File: config.mk
export PLATFORM = sky130hd
export DESIGN_NAME = display_serializer
export DESIGN_NICKNAME = d
export VERILOG_FILES = /design/src/rtl/display_pkg.sv /design/src/rtl/display_seg_decode.sv /design/src/rtl/display_serializer.sv
export SDC_FILE = /design/constraint.sdc
export NUM_CORES = 1
export LEC_CHECK = 0
export CELL_PAD_IN_SITES_DETAIL_PLACEMENT = 1
export CELL_PAD_IN_SITES_GLOBAL_PLACEMENT = 1
export CORE_MARGIN = 2
export CORE_UTILIZATION = 47
export CTS_CLUSTER_DIAMETER = 200
export DETAILED_ROUTE_END_ITERATION = 7
export PLACE_DENSITY = 0.82
export SLEW_MARGIN = 20
export SYNTH_ARGS = -nofsm -noshare
export SYNTH_HDL_FRONTEND = slang
export SYNTH_SLANG_ARGS = --single-unit
File: constraint.sdc
create_clock -name clk -period 2.2 [get_ports clk]
set_input_delay 0.22 -clock clk [delete_from_list [all_inputs] [get_ports clk]]
set_output_delay 0.22 -clock clk [all_outputs]
set_load 0.05 [all_outputs]
File: src/rtl/display_pkg.sv
// Shared segment glyphs, serializer state encoding and frame sizing helper
// for the 7-segment display serializer.
package display_pkg;

   // Active-high segments: bit0=a ... bit6=g, bit7=dp (dp is OR-ed in separately).
   localparam logic [7:0] SEG_0     = 8'h3F;
   localparam logic [7:0] SEG_1     = 8'h06;
   localparam logic [7:0] SEG_2     = 8'h5B;
   localparam logic [7:0] SEG_3     = 8'h4F;
   localparam logic [7:0] SEG_4     = 8'h66;
   localparam logic [7:0] SEG_5     = 8'h6D;
   localparam logic [7:0] SEG_6     = 8'h7D;
   localparam logic [7:0] SEG_7     = 8'h07;
   localparam logic [7:0] SEG_8     = 8'h7F;
   localparam logic [7:0] SEG_9     = 8'h6F;
   localparam logic [7:0] SEG_BLANK = 8'h00;

   typedef enum logic [1:0] {
      IDLE,
      SHIFT,
      LATCH,
      GAP
   } ser_state_t;

   function automatic int frame_bits(input int num_digits);
      return 8 * num_digits;
   endfunction

endpackage

File: src/rtl/display_seg_decode.sv
// One BCD digit to 8-bit segment word; non-decimal codes give an empty glyph
// but still carry the decimal point.
module display_seg_decode
   import display_pkg::*;
(
   input  logic [3:0] bcd,
   input  logic       dp,
   output logic [7:0] seg
);

   logic [7:0] glyph;

   // NOTE: assigning a default before the case keeps combinational logic latch-free.
   always_comb begin
      glyph = SEG_BLANK;
      case (bcd)
         4'd0:    glyph = SEG_0;
         4'd1:    glyph = SEG_1;
         4'd2:    glyph = SEG_2;
         4'd3:    glyph = SEG_3;
         4'd4:    glyph = SEG_4;
         4'd5:    glyph = SEG_5;
         4'd6:    glyph = SEG_6;
         4'd7:    glyph = SEG_7;
         4'd8:    glyph = SEG_8;
         4'd9:    glyph = SEG_9;
         default: glyph = SEG_BLANK;
      endcase
   end

   assign seg = glyph | {dp, 7'b0};

endmodule

File: src/rtl/display_serializer.sv
// Serial driver for an N-digit 7-segment shift-register board with periodic refresh.
// Define DISPLAY_SER_BLANK_EN to suppress leading zero digits.
module display_serializer
   import display_pkg::*;
#(
   parameter int NUM_DIGITS    = 4,
   parameter int SEND_INTERVAL = 1600,
   parameter bit MSB_FIRST     = 1'b0
)(
   input  logic                    clk,
   input  logic                    reset,
   input  logic                    enable,
   input  logic [4*NUM_DIGITS-1:0] bcd_in,
   input  logic [NUM_DIGITS-1:0]   dp_in,
   input  logic                    bcd_valid,
   output logic                    bcd_ready,
   output logic                    ser_data,
   output logic                    sending_data,
   output logic                    ser_latch
);

   localparam int FRAME_BITS = frame_bits(NUM_DIGITS);
   localparam int TW         = $clog2(SEND_INTERVAL);
   // tcnt holds the frame tick just driven; the loading IDLE tick is tick 0.
   localparam logic [TW-1:0] LAST_BIT_PREV = TW'(FRAME_BITS - 2);
   localparam logic [TW-1:0] GAP_END_PREV  = TW'(SEND_INTERVAL - 2);

   if (SEND_INTERVAL < FRAME_BITS + 2) begin : g_bad_interval
      $error("display_serializer: SEND_INTERVAL must be at least FRAME_BITS+2");
   end

   logic [4*NUM_DIGITS-1:0] hold_bcd;
   logic [NUM_DIGITS-1:0]   hold_dp;
   logic                    pending;
   logic                    has_data;
   logic [NUM_DIGITS-1:0]   blank;
   logic [FRAME_BITS-1:0]   frame_word;
   logic [FRAME_BITS-1:0]   send_word;
   logic [FRAME_BITS-1:0]   last_frame;
   logic [FRAME_BITS-1:0]   shreg;
   logic [TW-1:0]           tcnt;
   ser_state_t              state;

   assign bcd_ready = ~pending;

`ifdef DISPLAY_SER_BLANK_EN
   // Walk down from the most significant digit; digit 0 always shows.
   always_comb begin
      logic lead;
      lead  = 1'b1;
      blank = '0;
      for (int i = NUM_DIGITS - 1; i > 0; i--) begin
         lead     = lead & (hold_bcd[4*i +: 4] == 4'd0);
         blank[i] = lead;
      end
   end
`else
   assign blank = '0;
`endif

   // A blanked digit is forced to code F, which decodes empty but keeps its dp.
   for (genvar i = 0; i < NUM_DIGITS; i++) begin : g_digit
      display_seg_decode u_dec (
         .bcd (blank[i] ? 4'hF : hold_bcd[4*i +: 4]),
         .dp  (hold_dp[i]),
         .seg (frame_word[8*i +: 8])
      );
   end

   // The shift register always emits bit 0 first, so the word is stored in send order.
   if (MSB_FIRST) begin : g_msb_first
      for (genvar b = 0; b < FRAME_BITS; b++) begin : g_rev
         assign send_word[b] = frame_word[FRAME_BITS-1-b];
      end
   end else begin : g_lsb_first
      assign send_word = frame_word;
   end

   // NOTE: registers use non-blocking assignments so every flop samples pre-edge values.
   always_ff @(posedge clk or negedge reset) begin
      if (!reset) begin
         state        <= IDLE;
         tcnt         <= '0;
         pending      <= 1'b0;
         has_data     <= 1'b0;
         hold_bcd     <= '0;
         hold_dp      <= '0;
         last_frame   <= '0;
         shreg        <= '0;
         ser_data     <= 1'b0;
         sending_data <= 1'b0;
         ser_latch    <= 1'b0;
      end else begin
         if (bcd_valid && !pending) begin
            hold_bcd <= bcd_in;
            hold_dp  <= dp_in;
            pending  <= 1'b1;
         end

         if (enable) begin
            case (state)
               IDLE: begin
                  ser_latch <= 1'b0;
                  tcnt      <= '0;
                  if (pending) begin
                     last_frame   <= send_word;
                     shreg        <= send_word >> 1;
                     ser_data     <= send_word[0];
                     sending_data <= 1'b1;
                     pending      <= 1'b0;
                     has_data     <= 1'b1;
                     state        <= SHIFT;
                  end else if (has_data) begin
                     shreg        <= last_frame >> 1;
                     ser_data     <= last_frame[0];
                     sending_data <= 1'b1;
                     state        <= SHIFT;
                  end else begin
                     ser_data     <= 1'b0;
                     sending_data <= 1'b0;
                  end
               end
               SHIFT: begin
                  ser_data <= shreg[0];
                  shreg    <= shreg >> 1;
                  tcnt     <= tcnt + 1'b1;
                  if (tcnt == LAST_BIT_PREV) state <= LATCH;
               end
               LATCH: begin
                  ser_data     <= 1'b0;
                  sending_data <= 1'b0;
                  ser_latch    <= 1'b1;
                  tcnt         <= tcnt + 1'b1;
                  state        <= GAP;
               end
               GAP: begin
                  ser_data  <= 1'b0;
                  ser_latch <= 1'b0;
                  tcnt      <= tcnt + 1'b1;
                  if (tcnt == GAP_END_PREV) state <= IDLE;
               end
               default: state <= IDLE;
            endcase
         end
      end
   end

endmodule

Word-level counts from Yosys, hierarchy flattened
Memory sizes are Yosys's and may differ from the RTL's.
Index checks and enable logic that the tools add are counted.

word-level totals
  memories = 4
  bits in registers = 102
  ROM bits = 448

cells by class
  multiplexer cells = 20
  add/sub/neg operators = 1
  reduce and logical (&&, ||, !) cells = 14
  bitwise logic cells = 5
  equality and inequality tests = 8

memory list
  memory            depth  width  read ports  clocked after memory_dff  write ports  RTL line                  RTL
  (name not given)  16     7      1           0                         0            display_seg_decode.sv:16  case (bcd)
  (name not given)  16     7      1           0                         0            display_seg_decode.sv:16
  (name not given)  16     7      1           0                         0            display_seg_decode.sv:16
  (name not given)  16     7      1           0                         0            display_seg_decode.sv:16

operators with widths
  kind                   count
  $mux 32                2
  $pmux 32 s2            1
  $or 8x8->8             4
  $pmux 11 s2            1
  $add 11x1->11 const B  1
  $eq 11x11->1 const B   1
  $eq 11x5->1 const B    1
  $mux 1                 8
  $mux 2                 4
  $pmux 2 s4             1
  $reduce_and 3->1       2
  $reduce_bool 2->1      3
  $eq 2x2->1 const B     2
  $ne 2x2->1 const B     2
  $pmux 1 s2             2
  $reduce_and 2->1       2
  $reduce_and 4->1       1
  $reduce_or 2->1        2
  $ne 3x3->1 const B     1
  $pmux 1 s3             1
  $reduce_or 3->1        1
  $eq 2x1->1 const B     1
  $logic_not 2->1        1
  $logic_and 1x1->1      1
  2 further kinds        2

Longest topological paths before layout
Gate-level depths: netlist (run 1).

  depth in word-level cells = 6
  depth in mapped cells = 9

By module
From an unflattened synthesis (run 1), not the netlist that was laid out.

second synthesis, totals
  cells, all modules = 535
  area total of the unflattened synthesis = 5541.6 sq um

modules (own cells, without submodules)
  module                                     area each (sq um)  times used  cells an instance
  display_serializer                         4652.0             1           421
  display_seg_decode (g_digit[2].u_dec ...)  226.5              2           29
  display_seg_decode (g_digit[1].u_dec)      227.7              1           29
  display_seg_decode (g_digit[0].u_dec)      209.0              1           27

Worst setup path after synthesis (run 1)
OpenSTA, ideal clock, no wires.

  path type = reg2reg
  from = register state[0]
  to = register last_frame[0]
  required time = 2.075 ns
  path slack = 0.354 ns
  data arrival time = 1.721 ns
  stages on the path, launching flop included = 9
  setup time = 0.125 ns
  path buffers = 3
  cells stage by stage = dfrtp_1 inv_1 ha_1 buf_2 and2_1 buf_4 nand2_1 buf_2 mux2_2

between the ends
  longest elaborated chain between the ends = 2

ends and longest elaborated chain
  what                               RTL line                   RTL
  start: declaration                 display_serializer.sv:42   ser_state_t state;
  start signal: assignment           display_serializer.sv:82   state <= IDLE;
  start signal: assignment           display_serializer.sv:112  state <= SHIFT;
  start signal: assignment           display_serializer.sv:117  state <= SHIFT;
  $logic_not 2->1                    display_serializer.sv:101  case (state)
  $reduce_and 3->1 (no source line)  -
  end signal: assignment             display_serializer.sv:106  last_frame <= send_word;
  end: declaration                   display_serializer.sv:39   logic [FRAME_BITS-1:0] last_frame;

No other way between the ends.
A chain may end at the register's enable or synchronous reset.

Worst setup path in the final report (run 1)
  from = register state[0]
  to = register shreg[4]

between the ends
  longest elaborated chain between the ends = 3

ends and longest elaborated chain
  what                                                              RTL line                   RTL
  $logic_not 2->1 or $eq 2x1->1 (tied branches)                     display_serializer.sv:101
  $ne 3x3->1 (no source line) or $reduce_bool 2->1 (tied branches)  -
  $reduce_and 3->1 (no source line)                                 -
  end signal: assignment                                            display_serializer.sv:107  shreg <= send_word >> 1;
  end signal: assignment                                            display_serializer.sv:114  shreg <= last_frame >> 1;
  end signal: assignment                                            display_serializer.sv:125  shreg <= shreg >> 1;
  end: declaration                                                  display_serializer.sv:40   logic [FRAME_BITS-1:0] shreg;

Several ways; a longest one is shown, not always the timed one.

==> impl_metrics.toml, run 1 <==
[status]
status = "completed"

[synthesis]
ys.flop_type = "dfrtp_1"
ys_warn_count = 0
syn_avg_cell_area_um2 = 9.239
ys_ff_latch = 101
yosysSeqAreaShare = 0.4629
syn_inst = 591
syn_nets = 645
synthArstFlopShare = 1.000
yosysUniqueCellTypes = 54
synthesis.area_mm2 = 0.005460
synth_edf_count = 0

[detailed_routing]
wl_met1_um = 6008
drt-total-wl_um = 14020
avgViaCountPerCell = 5.789
wl_met2_um = 7453
vias = 4371
ant_nets = 0
first_iter_violations = 200
top_layer_used = "met4"
route.detailed.drc = 0
wl_met3_um = 253
dr.pass1.iters = 4
wl_per_cell_um = 18.56

[sta]
hold_viol = 0
rsz0062_at_grt = "no"
fin_crit_ns = 2.030
slew_headroom = 0.5978
post-route-period-util = 0.9229
tns_ns = 0
worst_slew_pin_slew_ns = 0.6015
max_freq_mhz = 492.5
setup_viol = 0
drv_slew = 0
fin_hold_ws_ns = 0.3681
clock_skew_ns = 0.007083

[power]
vdd_drop_max_mv = 0.8613
power_mw = 9.609
power_density_mw_per_mm2 = 1564
p_leak_nw = 2.752

[floorplan]
core_mm2 = 0.01137
io_pins = 28
die_h_um = 111.8
initial_utilization = 0.4802
rows = 39
dieArea_mm2 = 0.01250
die_w_um = 111.8

[critical_path]
path_class = "reg2reg"
critPathLaunchType = "flip-flop"
critPathArrivalTime_ns = 2.30
crit_path_start = "state[0]"
r2r_slack_ns = 0.17
worstPathMaxFanout = 14
path_cells = "inv_1 > ha_1 > buf_4 > o211ai_2 > buf_4 > a21oi_1 > a21oi_1"
required_ns = 2.47
rr_worst_depth = 7
reg2reg_from = "state[0]"
cp_slowest_cell = "o211ai_2"
r2r_end = "shreg[4]"
slowest_delay_ns = 0.50
worstSetupEndpointType = "flip-flop"

[cts]
clock_sinks = 101
worstSkewPairLatency_ns = 0.35
cts_buffers = 9
clkTransAtPathRegs_ns = 0.07
htree_num_levels = 3
cts_buffer_depth = 2
cts-root-buf = "clkbuf_16"
cts_setup_buffers = 0
cts_tree = "yes"

[finish]
mostFrequentLayoutCells = "dfrtp_1, nor2_1, nand2_1, o21ai_0, a21oi_1"
layout-drive-gt1-share = 0.1029
nNetsFinal = 662
area_growth_pct = 12.53
diodes = 0
utilization = 0.5404
layout_commonest_cell = "dfrtp_1"
num-fill-cells = 1290
stdcell_count = 755

[global_routing]
overflow = 0
antenna_found_initial = 0
grt_first_pass_wirelength_um = 23940
grt.total_usage = 0.2385
grt_max_degree = 57
first_global_vias = 4761

[job]
maxCapViolations = 0

[placement]
dp_hpwl_um = 9568
portBuffers = 27
place_congestion = 0.7791
dpl.cell_count = 739

[worst_hold_path]
min-delay-path-class = "in2async"
## routing by layer
layer,track usage,vias to the layer above
met5,0,-
met4,0.09136,0
met3,0.03430,25
met2,0.4327,46
met1,0.2858,2234
li1,-,2066
## report_power, final
group          total [mW]  internal [mW]  switching (mW)
Combinational        4.60           1.88            2.73
Clock                1.50          0.789           0.707
Sequential           3.51           2.71           0.798
Total                9.61           5.38            4.23
## cell type report
| class | count | area [um2] | area share |
|---|---|---|---|
| multi-input cells | 426 | 2644 | 0.4303 |
| clock buffers | 11 | 242.7 | 0.03950 |
| clock inverters | 4 | 25.02 | 0.004072 |
| flip-flops and latches | 101 | 2529 | 0.4115 |
| inverters | 24 | 90.09 | 0.01466 |
| repair buffers | 46 | 435.4 | 0.07086 |
| well taps | 143 | 178.9 | 0.02912 |
## cells in the mapped netlist (3+ instances only)
cell / number / area share
buf_4: 3 / 0.0041
mux2i_1: 6 / 0.011
nand3_1: 6 / 0.0055
o21ai_0: 61 / 0.056
a21o_1: 5 / 0.0069
ha_1: 30 / 0.069
a211oi_1: 4 / 0.0055
nand2b_1: 25 / 0.029
clkbuf_1: 21 / 0.014
nand2_1: 70 / 0.048
dfrtp_1: 101 / 0.46
a31oi_1: 5 / 0.0057
buf_6: 4 / 0.0082
o22a_1: 3 / 0.0048
nor2_1: 75 / 0.052
xnor2_1: 7 / 0.011
o221ai_1: 8 / 0.013
a2111oi_0: 3 / 0.0048
a221oi_1: 5 / 0.0080
a211o_1: 7 / 0.011
buf_2: 12 / 0.011
nor3_1: 4 / 0.0037
o2bb2ai_1: 3 / 0.0048
inv_1: 23 / 0.016
o31ai_1: 5 / 0.0069
a21oi_1: 43 / 0.039
and3_1: 5 / 0.0057
mux2_2: 16 / 0.033
a311oi_1: 3 / 0.0048
## flip-flops by register name, summed over array words and instances, names as in the netlist
signal and flops:
pending 1, ser_data 1, ser_latch 1, shreg 31
hold_dp 4, tcnt 11, hold_bcd 16, sending_data 1
has_data 1, last_frame 32, state 2
## critical path: cells and delay by family (launching register included)
| kind | cells | cell delay [ns] |
|---|---|---|
| compound gates | 3 | 0.74 |
| fa+ha+maj | 1 | 0.23 |
| buf+inv | 3 | 0.58 |
| flops | 1 | 0.39 |
## metrics by stage
stage | worst slack [ns] | instance area (um2)
after floorplan | 0.3539 | 5460
after global placement | 0.3469 | 5867
after detailed placement | 0.2333 | 5867
after CTS | 0.1871 | 6145
after global routing | 0.05954 | 6145
final | 0.1697 | 6145
## worst max-delay path by stage
stage                          to  slack, ns  depth (start not counted)
finish                   shreg[4]       0.17                          7
global route             shreg[4]       0.06                          7
CTS                      shreg[4]       0.19                          7
detailed placement       shreg[4]       0.23                          7
global placement         state[1]       0.35                          6
floorplan           last_frame[0]       0.35                          8
## cell families (layout without fill, tap and decap cells)
group / after synthesis / count (layout) / share of synthesized area
adders and majority gates: 30 / 30 / 0.06874
xor gates and xnor gates: 8 / 8 / 0.01283
muxes: 23 / 23 / 0.04675
buffers and inverters: 64 / 85 / 0.05431
DFF: 101 / 101 / 0.4629
and+or+nand+nor: 199 / 199 / 0.1638
AOI/OAI and AO/OA: 166 / 166 / 0.1907
## repair_timing
action                     in CTS  in global routing
setup endpoints to repair       0                  0
hold buffers                    1                  0
hold endpoints to repair       27                  0
resized for setup               0                  0
Power figures use the tool's default switching activity.
==> run 2, diff against run 1 <==
--- a/config.mk
+++ b/config.mk
@@ -8,11 +8,13 @@
 export CELL_PAD_IN_SITES_DETAIL_PLACEMENT = 1
 export CELL_PAD_IN_SITES_GLOBAL_PLACEMENT = 1
 export CORE_MARGIN = 2
-export CORE_UTILIZATION = 47
+export CORE_UTILIZATION = 48
 export CTS_CLUSTER_DIAMETER = 200
 export DETAILED_ROUTE_END_ITERATION = 7
 export PLACE_DENSITY = 0.82
+export SETUP_SLACK_MARGIN = 0.1
 export SLEW_MARGIN = 20
 export SYNTH_ARGS = -nofsm -noshare
 export SYNTH_HDL_FRONTEND = slang
+export SYNTH_HIERARCHICAL = 1
 export SYNTH_SLANG_ARGS = --single-unit
==> constraint.sdc (replaced) <==
create_clock -name clk -period 2.05 [get_ports clk]
set_input_delay 0.205 -clock clk [delete_from_list [all_inputs] [get_ports clk]]
set_output_delay 0.205 -clock clk [all_outputs]
set_load 0.05 [all_outputs]
==> run 2 against run 1 <==
Against the previous run:
- via count shrank 9.7%
- critical endpoint is now state[0]
- largest power group unchanged
- non-clock buffer count shrank 1
- register-to-register slack barely moved
- global-route usage decreased by 2.6 points
- core utilization grew 1.6 points
- sequential power increased by 8.3%
- combinational power up 20%
- maximum frequency grew 7.8%
- synthesized area rose by 1.5%
- routed wire length is 9.4% lower
- largest cell class unchanged
- clock power is 11% higher
- highest routed layer unchanged
- sequential cell count unchanged
==> impl_metrics.toml, run 2 <==
[critical_path]
worstSetupEndpointType = "flip-flop"
path_class = "reg2reg"
crit_family = "simple AND/OR/NAND/NOR gates"
worstPathMaxFanout = 2
slowest_delay_ns = 0.46
critPathBufInv = 1
cp_slowest_cell = "or4b_4"
required_ns = 2.29
path_cells = "inv_1 > ha_1 > or4b_4 > o32ai_2 > o2111ai_2 > mux2_2"
critPathArrivalTime_ns = 2.13
critPathLaunchType = "flip-flop"

[synthesis]
ys_ff_latch = 101
syn_nets = 589
synthXorXnorAreaFrac = 0.01106
yosys-top-cells-count = "dfrtp_1, mux2_2, a21oi_1"
synth_top_family_by_area = "multiplexers"
synth_compound_area_frac = 0.1312
yosysUniqueCellTypes = 44
synth.area.top_cells = "dfrtp_1, mux2_2, ha_1, mux2i_1, a21oi_1"
synth.most_common_cell = "dfrtp_1"
synth_edf_count = 0
syn_inst = 535
syn_avg_cell_area_um2 = 10.36
ys_warn_count = 6
synthMuxAreaShare = 0.1806
synthArstFlopShare = 1.000
yosysSeqAreaShare = 0.4561
ys.flop_type = "dfrtp_1"
synth.top_cell.area_share = 0.4561
synthesis.area_mm2 = 0.005542
synth_fa_ha_area_frac = 0.06774
yosys.area.top_type = "dfrtp_1"
yosys.area_share.simple = 0.09325

[floorplan]
dieArea_mm2 = 0.01242
rows = 39
die_h_um = 111.4
initial_utilization = 0.4895
die_w_um = 111.4
io_pins = 28
core_mm2 = 0.01132

[job]
maxCapViolations = 0

[placement]
place_congestion = 0.8535
placed_area_mm2 = 0.005943
dp_hpwl_um = 8025
dpl.cell_count = 682
portBuffers = 27

[detailed_routing]
wl_per_cell_um = 18.10
first_iter_violations = 126
drt-total-wl_um = 12700
ant_nets = 0
route.detailed.drc = 0
dr.pass1.iters = 4
vias = 3945
avgViaCountPerCell = 5.620

[sta]
clock_skew_ns = 0.008316
hold_viol = 0
worst_slew_pin_slew_ns = 0.5018
slew_headroom = 0.6644
rsz0062_at_grt = "yes"
max_freq_mhz = 531.0
drv_slew = 0
post-route-period-util = 0.9186
fin_crit_ns = 1.883
tns_ns = 0
setup_viol = 0

[global_routing]
first_global_vias = 4319
grt.total_usage = 0.2129
grt_max_degree = 64
overflow = 0
antenna_found_initial = 0
grt_first_pass_wirelength_um = 21510

[finish]
stdcell_count = 702
layout-drive-gt1-share = 0.2057
layout_commonest_cell = "dfrtp_1"
final_area_mm2 = 0.006295
mostFrequentLayoutCells = "dfrtp_1, mux2_2, a21oi_1, nor2_1, o21ai_0"
num-fill-cells = 1238
diodes = 0
reg_top3 = "last_frame x32, shreg x31, hold_bcd x16"
area_growth_pct = 13.59
regMostFlops = "last_frame"
largest_reg_flops = 32
nNetsFinal = 608

[power]
power_frac_comb = 0.503
intPower_mw = 6.336
p_clk_frac = 0.152
power_density_mw_per_mm2 = 1746
netSwitchingFraction = 0.4236
p_seq_frac = 0.345
switchingPower_mw = 4.656
vdd_drop_max_mv = 0.9763
p_leak_nw = 2.928

[cts]
cts_buffers = 9
clock_sinks = 101
cts_tree = "yes"
htree_num_levels = 3
clkTransAtPathRegs_ns = 0.07
cts_buffer_depth = 2
worstSkewPairLatency_ns = 0.35
cts-root-buf = "clkbuf_16"

[worst_hold_path]
min-delay-path-class = "in2async"

[status]
status = "completed"
## run 2: cell count changes after synthesis, sizes merged, moves of 8 or more
cell    previous run  this run
o221ai             8         0
nand2b            25         4
o22ai              2        23
clkbuf            21         9
nor2              75        43
o21ai             61        42
nand2             70        39
mux2              17        56
buf               19        28
mux2i              6        37
inv               23        32
## run 2: metal layers
metal	GRT usage	vias to the layer above	routed length, um
met4	0.05185	0	148
met3	0.04954	18	292
met2	0.3748	36	6583
met1	0.2666	2006	5679
met5	0	-	0
li1	-	1885	-
## run 2: kinds of logic (layout without fill, tap and decap cells)
family / Yosys count / count (layout)
buffers and inverters: 69 / 93
flip-flops: 101 / 101
multiplexers: 93 / 93
AO/OA/AOI/OAI: 125 / 125
XOR/XNOR: 7 / 7
AND/OR/NAND/NOR: 110 / 110
adder cells (fa/ha/maj): 30 / 30
## run 2: area by class of cell
cell class | instances | area [um2] | share of cell area
clock buffers | 12 | 256.5 | 0.04075
clock inverters | 4 | 32.53 | 0.005168
inverters | 32 | 120.1 | 0.01908
multi-input cells | 365 | 2705 | 0.4297
flip-flops and latches | 101 | 2531 | 0.4021
well taps | 143 | 178.9 | 0.02842
repair buffers | 45 | 470.5 | 0.07474
## run 2: worst paths after layout
path                       startpoint            to  slack [ns]  cells after the start
max in group asynchronous       reset   hold_bcd[9]        1.05                      3
max reg2reg                   tcnt[0]      state[0]        0.17                      6
min reg2reg                 shreg[29]     shreg[29]        0.49                      2
max                           tcnt[0]      state[0]        0.17                      6
min                             reset  sending_data        0.33                      2
min in group clk             dp_in[3]    hold_dp[3]        0.46                      2
## run 2: metrics by stage
stage               setup slack [ns]  total power, mW    util  hold slack [ns]
floorplan                     0.2086            7.829       -         -0.09059
global placement              0.1706            8.694  0.5250           0.1631
detailed placement            0.1102            9.129  0.5250           0.1669
CTS                           0.1305            10.95  0.5526           0.3445
global route                 0.02849            11.94  0.5560           0.3580
finish                        0.1669            10.99  0.5560           0.3272
## run 2: timing repair
action,4_1_cts,5_1_grt
gates cloned,0,1
pin swaps,1,0
setup endpoints to repair,2,19
hold endpoints to repair,24,0
resized for setup,1,3
hold buffers,1,0
setup buffers,1,1
## run 2: power by group through the flow
stage               clock, mW  sequential [mW]  combinational [mW]
floorplan                   0             3.55                4.28
global placement            0             3.71                4.99
detailed placement          0             3.81                5.32
CTS                      1.70             3.79                5.46
global route             1.78             3.94                6.21
finish                   1.67             3.80                5.53
